`src/rtl/code_converter_2421_to_ex3_pkg.sv`:
```
// Shared types and constants for the 2421 -> Excess-3 digit converter.
package code_converter_2421_to_ex3_pkg;

  typedef logic [3:0] digit_t;

  // The ten legal 2421 codewords, in digit order 0..9.
  localparam digit_t C2421_0 = 4'b0000;
  localparam digit_t C2421_1 = 4'b0001;
  localparam digit_t C2421_2 = 4'b0010;
  localparam digit_t C2421_3 = 4'b0011;
  localparam digit_t C2421_4 = 4'b0100;
  localparam digit_t C2421_5 = 4'b1011;
  localparam digit_t C2421_6 = 4'b1100;
  localparam digit_t C2421_7 = 4'b1101;
  localparam digit_t C2421_8 = 4'b1110;
  localparam digit_t C2421_9 = 4'b1111;

  localparam digit_t EX3_OFFSET   = 4'd3;
  localparam digit_t ILLEGAL_FILL = 4'b0000;

endpackage

```
`src/rtl/code_converter_2421_to_ex3_decode.sv`:
```
// Combinational 2421 -> Excess-3 decoder with a legal-code flag.
// Digits 0..4 share their 2421 and binary codes, so Excess-3 is code+3;
// digits 5..9 sit at code = digit+6, so Excess-3 is code-3 (mod 16).
module code2421_decode
  import code_converter_2421_to_ex3_pkg::*;
(
  input  logic [3:0] in_2421,
  output logic       legal,
  output logic [3:0] ex3
);

  // Case table over the ten legal codewords; everything else is illegal.
  always_comb begin
    legal = 1'b1;
    ex3   = ILLEGAL_FILL;
    unique case (in_2421)
      C2421_0, C2421_1, C2421_2, C2421_3, C2421_4:
        ex3 = in_2421 + EX3_OFFSET;
      C2421_5, C2421_6, C2421_7, C2421_8, C2421_9:
        ex3 = in_2421 - EX3_OFFSET;
      default: begin
        legal = 1'b0;
        ex3   = ILLEGAL_FILL;
      end
    endcase
  end

endmodule

```
`src/rtl/code_converter_2421_to_ex3.sv`:
```
// Registered 2421 -> Excess-3 converter with a saturating invalid-code counter.
module code_converter_2421_to_ex3
  import code_converter_2421_to_ex3_pkg::*;
#(
  parameter int ERR_CNT_W = 8
) (
  input  logic                 clk,
  input  logic                 rst_n,
  input  logic                 in_valid,
  input  logic [3:0]           in_2421,
  input  logic                 err_clr,
  output logic                 out_valid,
  output logic [3:0]           out_ex3,
  output logic                 out_err,
  output logic [ERR_CNT_W-1:0] err_count
);

  logic                 dec_legal;
  logic [3:0]           dec_ex3;

  logic                 out_valid_d, out_valid_q;
  logic [3:0]           out_ex3_d,   out_ex3_q;
  logic                 out_err_d,   out_err_q;
  logic [ERR_CNT_W-1:0] err_count_d, err_count_q;

  code2421_decode u_decode (
    .in_2421 (in_2421),
    .legal   (dec_legal),
    .ex3     (dec_ex3)
  );

  // Next-state: capture on valid, hold data otherwise; clear beats increment.
  always_comb begin
    out_valid_d = in_valid;
    out_ex3_d   = out_ex3_q;
    out_err_d   = out_err_q;
    err_count_d = err_count_q;
    if (in_valid) begin
      out_ex3_d = dec_ex3;
      out_err_d = ~dec_legal;
    end
    if (err_clr) begin
      err_count_d = '0;
    end else if (in_valid && !dec_legal && (err_count_q != '1)) begin
      err_count_d = err_count_q + ERR_CNT_W'(1);
    end
  end

  // Output and counter registers; async reset drops any in-flight sample.
  always_ff @(posedge clk or negedge rst_n) begin
    if (!rst_n) begin
      out_valid_q <= 1'b0;
      out_ex3_q   <= 4'b0000;
      out_err_q   <= 1'b0;
      err_count_q <= '0;
    end else begin
      out_valid_q <= out_valid_d;
      out_ex3_q   <= out_ex3_d;
      out_err_q   <= out_err_d;
      err_count_q <= err_count_d;
    end
  end

  assign out_valid = out_valid_q;
  assign out_ex3   = out_ex3_q;
  assign out_err   = out_err_q;
  assign err_count = err_count_q;

endmodule

```
`config.mk`:
```
export PLATFORM = sky130hd
export DESIGN_NAME = code_converter_2421_to_ex3
export DESIGN_NICKNAME = d
export VERILOG_FILES = /design/src/rtl/code_converter_2421_to_ex3_pkg.sv /design/src/rtl/code_converter_2421_to_ex3_decode.sv /design/src/rtl/code_converter_2421_to_ex3.sv
export SDC_FILE = /design/constraint.sdc
export NUM_CORES = 1
export LEC_CHECK = 0
export CORE_MARGIN = 1
export CORE_UTILIZATION = 30
export CTS_CLUSTER_SIZE = 14
export DETAILED_ROUTE_END_ITERATION = 6
export MAX_ROUTING_LAYER = met4
export PLACE_DENSITY = 0.51
export SKIP_CTS_REPAIR_TIMING = 1
export SYNTH_ARGS = -nofsm -noshare
export SYNTH_HDL_FRONTEND = slang
export SYNTH_HIERARCHICAL = 1
export SYNTH_SLANG_ARGS = --single-unit
```
`constraint.sdc`:
```
create_clock -name clk -period 4.6 [get_ports clk]
set_input_delay 0.46 -clock clk [delete_from_list [all_inputs] [get_ports clk]]
set_output_delay 0.46 -clock clk [all_outputs]
set_load 0.01 [all_outputs]
```
==> results.sh <==
export IMPL_setup_violations_final=0
export IMPL_vias_per_cell=5.05
export IMPL_worstSetupEndpointType="register"
export IMPL_fin_cells=133
export IMPL_antenna_found_initial=0
export IMPL_dp_cells=130
export IMPL_tightest_slew_ps=640
export IMPL_cts_made_buffers=3
export IMPL_cts_tree="yes"
export IMPL_p_total_mw=0.259
export IMPL_fmax_ghz=0.359
export IMPL_max_cap_violations=0
export IMPL_postPlaceCellArea_um2=1050
export IMPL_cpPeakStageDelay_ps=580
export IMPL_syn_area_um2=828
export IMPL_fin_ws_ps=1820
export IMPL_drt_first_pass_iters=3
export IMPL_slowest_stage="clkdlybuf4s50_1"
export IMPL_ir_worst_vdd_mv=0.171
export IMPL_min_path_type="register to register"
export IMPL_syn_to_final_growth_pct=29.9
export IMPL_insertion_delay_ps=270
export IMPL_die_area_um2=2980
export IMPL_syn_avg_cell_area_um2=10.1
export IMPL_rsz0062_at_grt="false"
export IMPL_slew_headroom_pct=57.2
export IMPL_grt_max_degree=15
export IMPL_wirelength_um=1640
export IMPL_clkTransAtPathRegs_ps=70
export IMPL_path_cells="clkdlybuf4s50_1 -> inv_1 -> ha_1 -> or3_4 -> a21oi_2 -> a21oi_1 -> and2b_4 -> o21ai_2 -> or4_1 -> a21oi_1"
export IMPL_crit_buf_inv=2
export IMPL_cts_root_buf="clkbuf_4"
export IMPL_p_leak_nw=0.464
export IMPL_boundaryPins=22
export IMPL_layout_common_cells="21 x clkdlybuf4s50_1, 14 x dfrtp_1, 9 x a21oi_1"
export IMPL_critPathRequiredTime_ps=4790
export IMPL_port_buffers=21
export IMPL_drive_above_1_share_pct=13.6
export IMPL_synth_nets=95
export IMPL_path_delay_family="simple AND/OR/NAND/NOR gates"
export IMPL_crit_path_frequent_cell="a21oi_1"
export IMPL_gp_congestion=0.732
export IMPL_hold_viol=0
export IMPL_start_util_pct=32.5
export IMPL_yosys_cell_types_count=30
export IMPL_grt_ovfl_total=0
export IMPL_yosys_warnings=6
export IMPL_drc_errors=0
export IMPL_clock_sinks=14
export IMPL_setup_worst_path_start_class="input port"
export IMPL_post_route_period_util_pct=60.5
export IMPL_synth_area_leader_cell="dfrtp_1"
export IMPL_layout_commonest_cell="clkdlybuf4s50_1"
export IMPL_htree_num_levels=1
export IMPL_pre_cts_ws_ps=1550
export IMPL_yosys_top_cells_area="dfrtp_1 42%, ha_1 7.6%, a21oi_1 5.4%, mux2_2 5.4%, nor2_1 3.2%"
export IMPL_layout_min_cycle_time_ps=2780
export IMPL_drt_iter0_drc=6
export IMPL_yosys_area_top_type_share_pct=42.3
export IMPL_die_w_um=54.5
export IMPL_rows=18
export IMPL_cts_path_max_buffers=2
export IMPL_hold_ws_ps=497
export IMPL_utilization_pct=42.3
export IMPL_grt_pass1_vias=596
export IMPL_power_density_nw_per_um2=240
export IMPL_cp_data_arrival_time_ps=2970
export IMPL_routedWlPerCell_um=12.3
export IMPL_hpwlAfterDp_um=1240
export IMPL_postSynthCellCount=82
export IMPL_core_area_um2=2540
export IMPL_antenna_left=0
export IMPL_ys_ff_latch=14
export IMPL_antenna_cells=0
export IMPL_grtUsageTotal_pct=13.4
export IMPL_fp_dieH_um=54.5
export IMPL_design_area_um2=1080
export IMPL_nNetsFinal=118
export IMPL_tns_ps=0
export IMPL_vias=671
export IMPL_synth_seq_area_share_pct=42.3
export IMPL_skew_ps=6.23
export IMPL_status="finished clean"
export IMPL_grt_pass1_wl_um=2700
export IMPL_crit_type="input port to register"
export IMPL_worstPathMaxFanout=12
export IMPL_slew_viol_final=0
==> report_power, final <==
group / internal, mW / total (mW) / switching, mW
Combinational: 0.0322 / 0.0592 / 0.0270
Sequential: 0.130 / 0.135 / 0.00446
Clock: 0.0303 / 0.0645 / 0.0342
==> layer usage <==
| layer | vias to the layer above | global-route usage, % | share of wire, % |
|---|---|---|---|
| li1 | 340 | - | - |
| met1 | 316 | 18.5 | 49 |
| met2 | 13 | 18.1 | 46 |
| met3 | 2 | 5.00 | 4.3 |
| met4 | 0 | 3.85 | 0.55 |
| met5 | - | - | 0 |
==> cells in the mapped netlist <==
library cell	count
a21oi_2	1
o21ba_2	1
o21a_1	1
ha_1	5
nand2_1	2
inv_1	5
buf_6	1
nand3_1	3
o21ai_2	1
a211oi_1	1
nor3_1	1
a21o_2	1
buf_4	1
nand2b_1	1
or4_1	3
and2b_4	1
mux2_2	4
xor2_1	2
o31ai_1	3
or3_4	1
or3_1	1
buf_1	1
and3_1	2
dfrtp_1	14
o211ai_1	3
mux2i_1	2
o21ai_0	3
nand4_2	1
nor2_1	7
a21oi_1	9
==> worst register-to-register path, cell delays in order (launching register included) <==
cell and delay [ps]:
dfrtp_1 420, ha_1 260, nand3_1 140, o21ai_2 160
or4_1 500, a21oi_1 150
==> path summary, 6_finish.rpt <==
| check | slack [ps] | endpoint | depth (start not counted) | startpoint |
|---|---|---|---|---|
| min reg2reg | 500 | out_err | 1 | out_err |
| max in group asynchronous | 3600 | out_ex3[2] | 1 | rst_n |
| min in group asynchronous | 580 | err_count[2] | 1 | rst_n |
| max | 1820 | err_count[7] | 10 | in_2421[0] |
| min | 500 | out_err | 1 | out_err |
| max reg2reg | 2890 | err_count[7] | 5 | err_count[0] |
==> cells by family (layout without fill, tap and decap cells) <==
group	count (synthesis)	count (layout)	synth area share, %
flops	14	14	42.3
mux	6	6	7.85
buf+inv	8	29	4.98
compound gates	24	24	18.9
simple gates	23	23	16.3
xor+xnor	2	2	2.12
fa+ha+maj	5	5	7.55
==> registers in the layout, indices dropped and copies added (netlist names) <==
| signal | flops |
|---|---|
| out_err | 1 |
| out_valid | 1 |
| out_ex3 | 4 |
| err_count | 8 |
==> area by class of cell <==
class | instances | area [um^2]
clock buffer | 3 | 22.5
timing repair buffer | 21 | 210
multi-input combinational | 60 | 437
fill | 248 | 1470
tap | 30 | 37.5
sequential | 14 | 350
inverter | 5 | 18.8
Power figures use the tool's default switching activity.
